$ cat config.mk
export PLATFORM = sky130hd
export DESIGN_NAME = add_approx_pipe
export DESIGN_NICKNAME = d
export VERILOG_FILES = /design/src/rtl/add_approx_pipe.sv
export SDC_FILE = /design/constraint.sdc
export NUM_CORES = 1
export LEC_CHECK = 0
export ABC_AREA = 1
export BUFFER_PORTS_ARGS = -buffer_cell sky130_fd_sc_hd__buf_2
export CAP_MARGIN = 20
export CORE_ASPECT_RATIO = 0.6
export CORE_MARGIN = 2
export CORE_UTILIZATION = 30
export CTS_BUF_LIST = sky130_fd_sc_hd__clkbuf_2 sky130_fd_sc_hd__clkbuf_4 sky130_fd_sc_hd__clkbuf_8
export DETAILED_ROUTE_END_ITERATION = 12
export PLACE_DENSITY = 0.53
export SYNTH_ARGS = -nofsm -noshare
export SYNTH_HDL_FRONTEND = slang
export SYNTH_SLANG_ARGS = --single-unit
$ cat constraint.sdc
create_clock -name clk -period 2.8 [get_ports clk]
set_input_delay 0 -clock clk [delete_from_list [all_inputs] [get_ports clk]]
set_output_delay 0 -clock clk [all_outputs]
set_load 0.05 [all_outputs]
$ cat src/rtl/add_approx_pipe.sv
// Elastic pipelined adder with an OR-based approximate low part, per-transaction
// exact override, and running error statistics on delivered results.
module add_approx_pipe #(
  parameter int WIDTH       = 8,
  parameter int APPROX_BITS = 4,
  parameter int LATENCY     = 2,
  parameter int CNT_W       = 16,
  parameter int ERR_W       = 20
) (
  input  logic               clk,
  input  logic               rst_n,
  input  logic               in_valid,
  output logic               in_ready,
  input  logic [WIDTH-1:0]   in_a,
  input  logic [WIDTH-1:0]   in_b,
  input  logic               in_exact,
  output logic               out_valid,
  input  logic               out_ready,
  output logic [WIDTH:0]     out_sum,
  output logic [WIDTH:0]     out_err,
  input  logic               clr_stats,
  output logic [CNT_W-1:0]   op_count,
  output logic [ERR_W-1:0]   err_sum,
  output logic [WIDTH:0]     err_max
);

  localparam int SW = WIDTH + 1;
  localparam int KI = (APPROX_BITS > 0) ? APPROX_BITS - 1 : 0;

  function automatic logic [SW-1:0] approx_sum(input logic [WIDTH-1:0] a, input logic [WIDTH-1:0] b);
    logic [SW-1:0] lo;
    logic [SW-1:0] hi;
    logic          c;
    lo = '0;
    for (int i = 0; i < APPROX_BITS; i++) lo[i] = a[i] | b[i];
    c  = (APPROX_BITS > 0) ? (a[KI] & b[KI]) : 1'b0;
    hi = ({1'b0, a} >> APPROX_BITS) + ({1'b0, b} >> APPROX_BITS) + SW'(c);
    return lo | (hi << APPROX_BITS);
  endfunction

  function automatic logic [SW-1:0] abs_diff(input logic [SW-1:0] x, input logic [SW-1:0] y);
    return (x >= y) ? (x - y) : (y - x);
  endfunction

  function automatic logic [CNT_W-1:0] sat_inc(input logic [CNT_W-1:0] c);
    return (&c) ? c : c + CNT_W'(1);
  endfunction

  // Accumulator is assumed at least as wide as the error value.
  function automatic logic [ERR_W-1:0] sat_add(input logic [ERR_W-1:0] acc, input logic [SW-1:0] e);
    logic [ERR_W:0] t;
    t = {1'b0, acc} + (ERR_W+1)'(e);
    return t[ERR_W] ? '1 : t[ERR_W-1:0];
  endfunction

  logic [SW-1:0]      exact_c;
  logic [SW-1:0]      sum_c;
  logic [SW-1:0]      err_c;
  logic [LATENCY-1:0] vld_p;
  logic [SW-1:0]      sum_p [LATENCY];
  logic [SW-1:0]      err_p [LATENCY];
  logic [LATENCY-1:0] rdy;
  logic               out_hs;

  always_comb begin
    exact_c = {1'b0, in_a} + {1'b0, in_b};
    sum_c   = (in_exact || APPROX_BITS == 0) ? exact_c : approx_sum(in_a, in_b);
    err_c   = abs_diff(exact_c, sum_c);
  end

  // A stage may load when the output drains or any bubble sits at or after it.
  always_comb begin
    logic bub;
    bub = 1'b0;
    rdy = '0;
    for (int i = LATENCY - 1; i >= 0; i--) begin
      bub    = bub | ~vld_p[i];
      rdy[i] = out_ready | bub;
    end
  end

  assign in_ready  = rdy[0];
  assign out_valid = vld_p[LATENCY-1];
  assign out_sum   = sum_p[LATENCY-1];
  assign out_err   = err_p[LATENCY-1];
  assign out_hs    = out_valid & out_ready;

  // stage p0 captures the computed result; later stages shift forward
  always_ff @(posedge clk or negedge rst_n) begin
    if (!rst_n) begin
      vld_p <= '0;
      for (int i = 0; i < LATENCY; i++) begin
        sum_p[i] <= '0;
        err_p[i] <= '0;
      end
    end else begin
      if (rdy[0]) begin
        vld_p[0] <= in_valid;
        if (in_valid) begin
          sum_p[0] <= sum_c;
          err_p[0] <= err_c;
        end
      end
      for (int i = 1; i < LATENCY; i++) begin
        if (rdy[i]) begin
          vld_p[i] <= vld_p[i-1];
          sum_p[i] <= sum_p[i-1];
          err_p[i] <= err_p[i-1];
        end
      end
    end
  end

  // statistics follow delivered results only
  always_ff @(posedge clk or negedge rst_n) begin
    if (!rst_n) begin
      op_count <= '0;
      err_sum  <= '0;
      err_max  <= '0;
    end else if (clr_stats) begin
      if (out_hs) begin
        op_count <= CNT_W'(1);
        err_sum  <= ERR_W'(out_err);
        err_max  <= out_err;
      end else begin
        op_count <= '0;
        err_sum  <= '0;
        err_max  <= '0;
      end
    end else if (out_hs) begin
      op_count <= sat_inc(op_count);
      err_sum  <= sat_add(err_sum, out_err);
      err_max  <= (out_err > err_max) ? out_err : err_max;
    end
  end

endmodule

==> impl_metrics.ini <==
[run_status]
status = finished clean

[global_route]
grt_max_degree = 62
grt_overflow = 0
antenna_found_initial = 0
grt_pass1_wl_um = 26500
grt_use_total_pct = 15.5
grt_pass1_vias = 5045

[placement]
place_inst = 1169
io_buffers = 86
hpwl_um = 12500
gp_congestion = 0.846
placedInstanceArea_um2 = 6970

[layout]
drive_gt1_share_pct = 22.8
diodes = 0
final_area_um2 = 7220
finalNonFillerCells = 1187
syn_to_final_growth_pct = 19.6
final_util_pct = 36.4
nets = 981

[timing]
fin_crit_sh_pct = 92.9
rsz0062_at_grt = false
setup_tns_ns = 0
finalSetupViolCount = 0
slew_violations = 0
fin_crit_ns = 2.60
max_freq_mhz = 385
maxSlewHeadroom_pct = 46.1
tightest_slew_ns = 0.809
fin_skew_ns = 0.0147
hold_viol_final = 0

[drt]
drt_iter0_drc = 417
wire_per_inst_um = 13.3
drc = 0
first_pass_iters = 5
ant_nets = 0
wl_um = 15800
vias_per_cell = 4.53
vias = 5380

[clocking]
clock-sinks = 83
cts_tree = built
h-tree-depth = 3
clkLatencyLatePin_ns = 0.37
clockBufferDepth = 2
path_clk_slew_ns = 0.10
root_buffer = clkbuf_8
cts_inserted_buffers = 9

[die]
dieWidth_um = 187
rows = 40
core_um2 = 19900
dieHeight_um = 114
initial_core_util_pct = 30.4
fp.dieArea_um2 = 21300
io-pin-count = 87

[synth]
syn_inst = 795
synth_nets = 867
synth-main-ff-cell = dfrtp_1
synth_edf_count = 0
synth_area_leaders = dfrtp_1 34%, nand2_1 15%, ha_1 9.1%, inv_1 5.8%, o21ai_0 4.5%
netlist.area_leader.share_pct = 34.4
synth.avg_cell_area_um2 = 7.60
yosysUniqueCellTypes = 51
yosys_warnings = 0
synthArstFlopShare_pct = 100
yosysSeqAreaShare_pct = 34.4
ys_ff_latch = 83
syn_area_um2 = 6040
synth_area_leader_cell = dfrtp_1

[worst_setup_path]
start_kind = primary input
required_ns = 3.05
arrival_ns = 2.85
crit_path_end_kind = flip-flop
cp_max_fo = 7
path_class = in2reg

[power_and_ir_drop]
vdd.ir_drop.worst_mv = 0.359
power_mw = 6.06
power_density_nw_per_um2 = 839
power.leakage_nw = 3.89

[hold_path]
hold_class = in2reg

[run]
maxCapViolCount = 0
==> per-layer routing <==
metal	vias up	wire length (um)	GRT usage (%)
li1	2783	-	-
met1	2480	9030	24.8
met2	107	5630	20.2
met3	10	993	4.49
met4	0	104	2.70
met5	-	0	0
==> cells by family (layout without fill, tap and decap cells) <==
family                   after synthesis  after routing  share of synthesized area (%)
flip-flops                            83             83                           34.4
AND/OR/NAND/NOR                      370            370                           28.7
adder cells (fa/ha/maj)               50             50                           11.1
XOR/XNOR                              26             26                           3.77
buffers and inverters                137            256                           10.0
multiplexers                           1              1                          0.166
AO/OA/AOI/OAI                        128            128                           11.9
==> worst max-delay path: stages <==
cell and delay, ns:
buf_2 0.11, ha_1 0.22, fa_1 0.44, a31o_1 0.25
xor2_1 0.18, inv_1 0.08, o21ai_1 0.16, inv_1 0.08
ha_1 0.31, nand2_1 0.08, nor3_2 0.27, nand4_2 0.15
nand3_2 0.10, nor2_1 0.05, nand2_2 0.08, nand2_4 0.08
nand2_1 0.07, nand2_1 0.04, nand2_1 0.05, nand2_1 0.06
==> power by group <==
group          total [mW]  switching (mW)  internal (mW)
sequential           1.77           0.274           1.49
combinational        3.28            2.20           1.08
clock                1.01           0.494          0.520
==> per-stage QoR <==
stage / hold WS, ns / setup slack (ns)
detailed placement: 0.149 / -0.194
global route: 0.0957 / 0.00597
floorplan: -0.296 / 0.0659
CTS: 0.0772 / 0.176
finish: 0.0920 / 0.199
global placement: 0.153 / -0.102
==> cells in the mapped netlist (3+ instances only) <==
| cell | number |
|---|---|
| nand2_1 | 240 |
| inv_1 | 93 |
| dfrtp_1 | 83 |
| o21ai_0 | 54 |
| ha_1 | 44 |
| nand3_1 | 35 |
| a21oi_1 | 31 |
| nor2_1 | 31 |
| xor2_1 | 20 |
| buf_4 | 18 |
| o21ai_1 | 17 |
| nand4_1 | 12 |
| nand2_2 | 11 |
| clkbuf_1 | 9 |
| nor3_1 | 8 |
| nand3_2 | 7 |
| fa_1 | 6 |
| nand2_4 | 6 |
| xnor2_1 | 6 |
| a31oi_1 | 5 |
| inv_2 | 5 |
| nor2_4 | 4 |
| or2_2 | 4 |
| a21oi_2 | 3 |
| buf_2 | 3 |
| nand3_4 | 3 |
| o21ai_2 | 3 |
| o31ai_1 | 3 |
==> state kept, by name (all words and copies together), names as in the netlist <==
| register | cells |
|---|---|
| err_p | 9 |
| vld_p | 2 |
| err_max | 9 |
| sum_p | 9 |
| err_sum | 20 |
| op_count | 16 |
| out_sum | 9 |
| out_err | 9 |
==> path summary, 6_finish.rpt <==
| check | depth (start not counted) | slack (ns) | startpoint | end |
|---|---|---|---|---|
| max reg2reg | 12 | 0.26 | out_err[0] | err_sum[7] |
| max in group asynchronous | 3 | 1.81 | rst_n | err_sum[3] |
| min | 5 | 0.09 | out_ready | out_sum[2] |
| min in group asynchronous | 2 | 0.27 | rst_n | op_count[7] |
| max | 20 | 0.20 | in_a[0] | err_p[12] |
| min reg2reg | 2 | 0.47 | err_p[13] | out_err[4] |
==> final cells by class <==
class                      count  area (um2)
timing repair buffer         138         828
tap                          273         342
fill                        2120       12600
inverter                     102         387
clock inverter                 7         106
clock buffer                   9         124
sequential                    83        2080
multi-input combinational    575        3360
==> cell usage in the layout, fill, tap and decap left out, drive strengths merged, types with 2 or more instances in the layout <==
master and instances:
o211ai 2, bufinv 2, clkinv 4, a21oi 35
dlygate4sd3 2, clkbuf 9, nor3 10, a31oi 5
fa 6, o21a 2, o21ai 74, nand2 257
o22ai 2, nand3 45, buf 136, a211oi 2
nand4 13, xor2 20, nor2 36, inv 103
xnor2 6, or2 4, dfrtp 83, o31ai 3
ha 44
==> timing repair <==
action                                  in CTS  in global routing
hold buffers                                 2                  0
endpoints found under the setup margin       0                  7
buffers inserted                             0                  0
resized for setup                            0                  2
hold endpoints to repair                    62                  0
No activity file was read; power rests on OpenSTA's default activity.
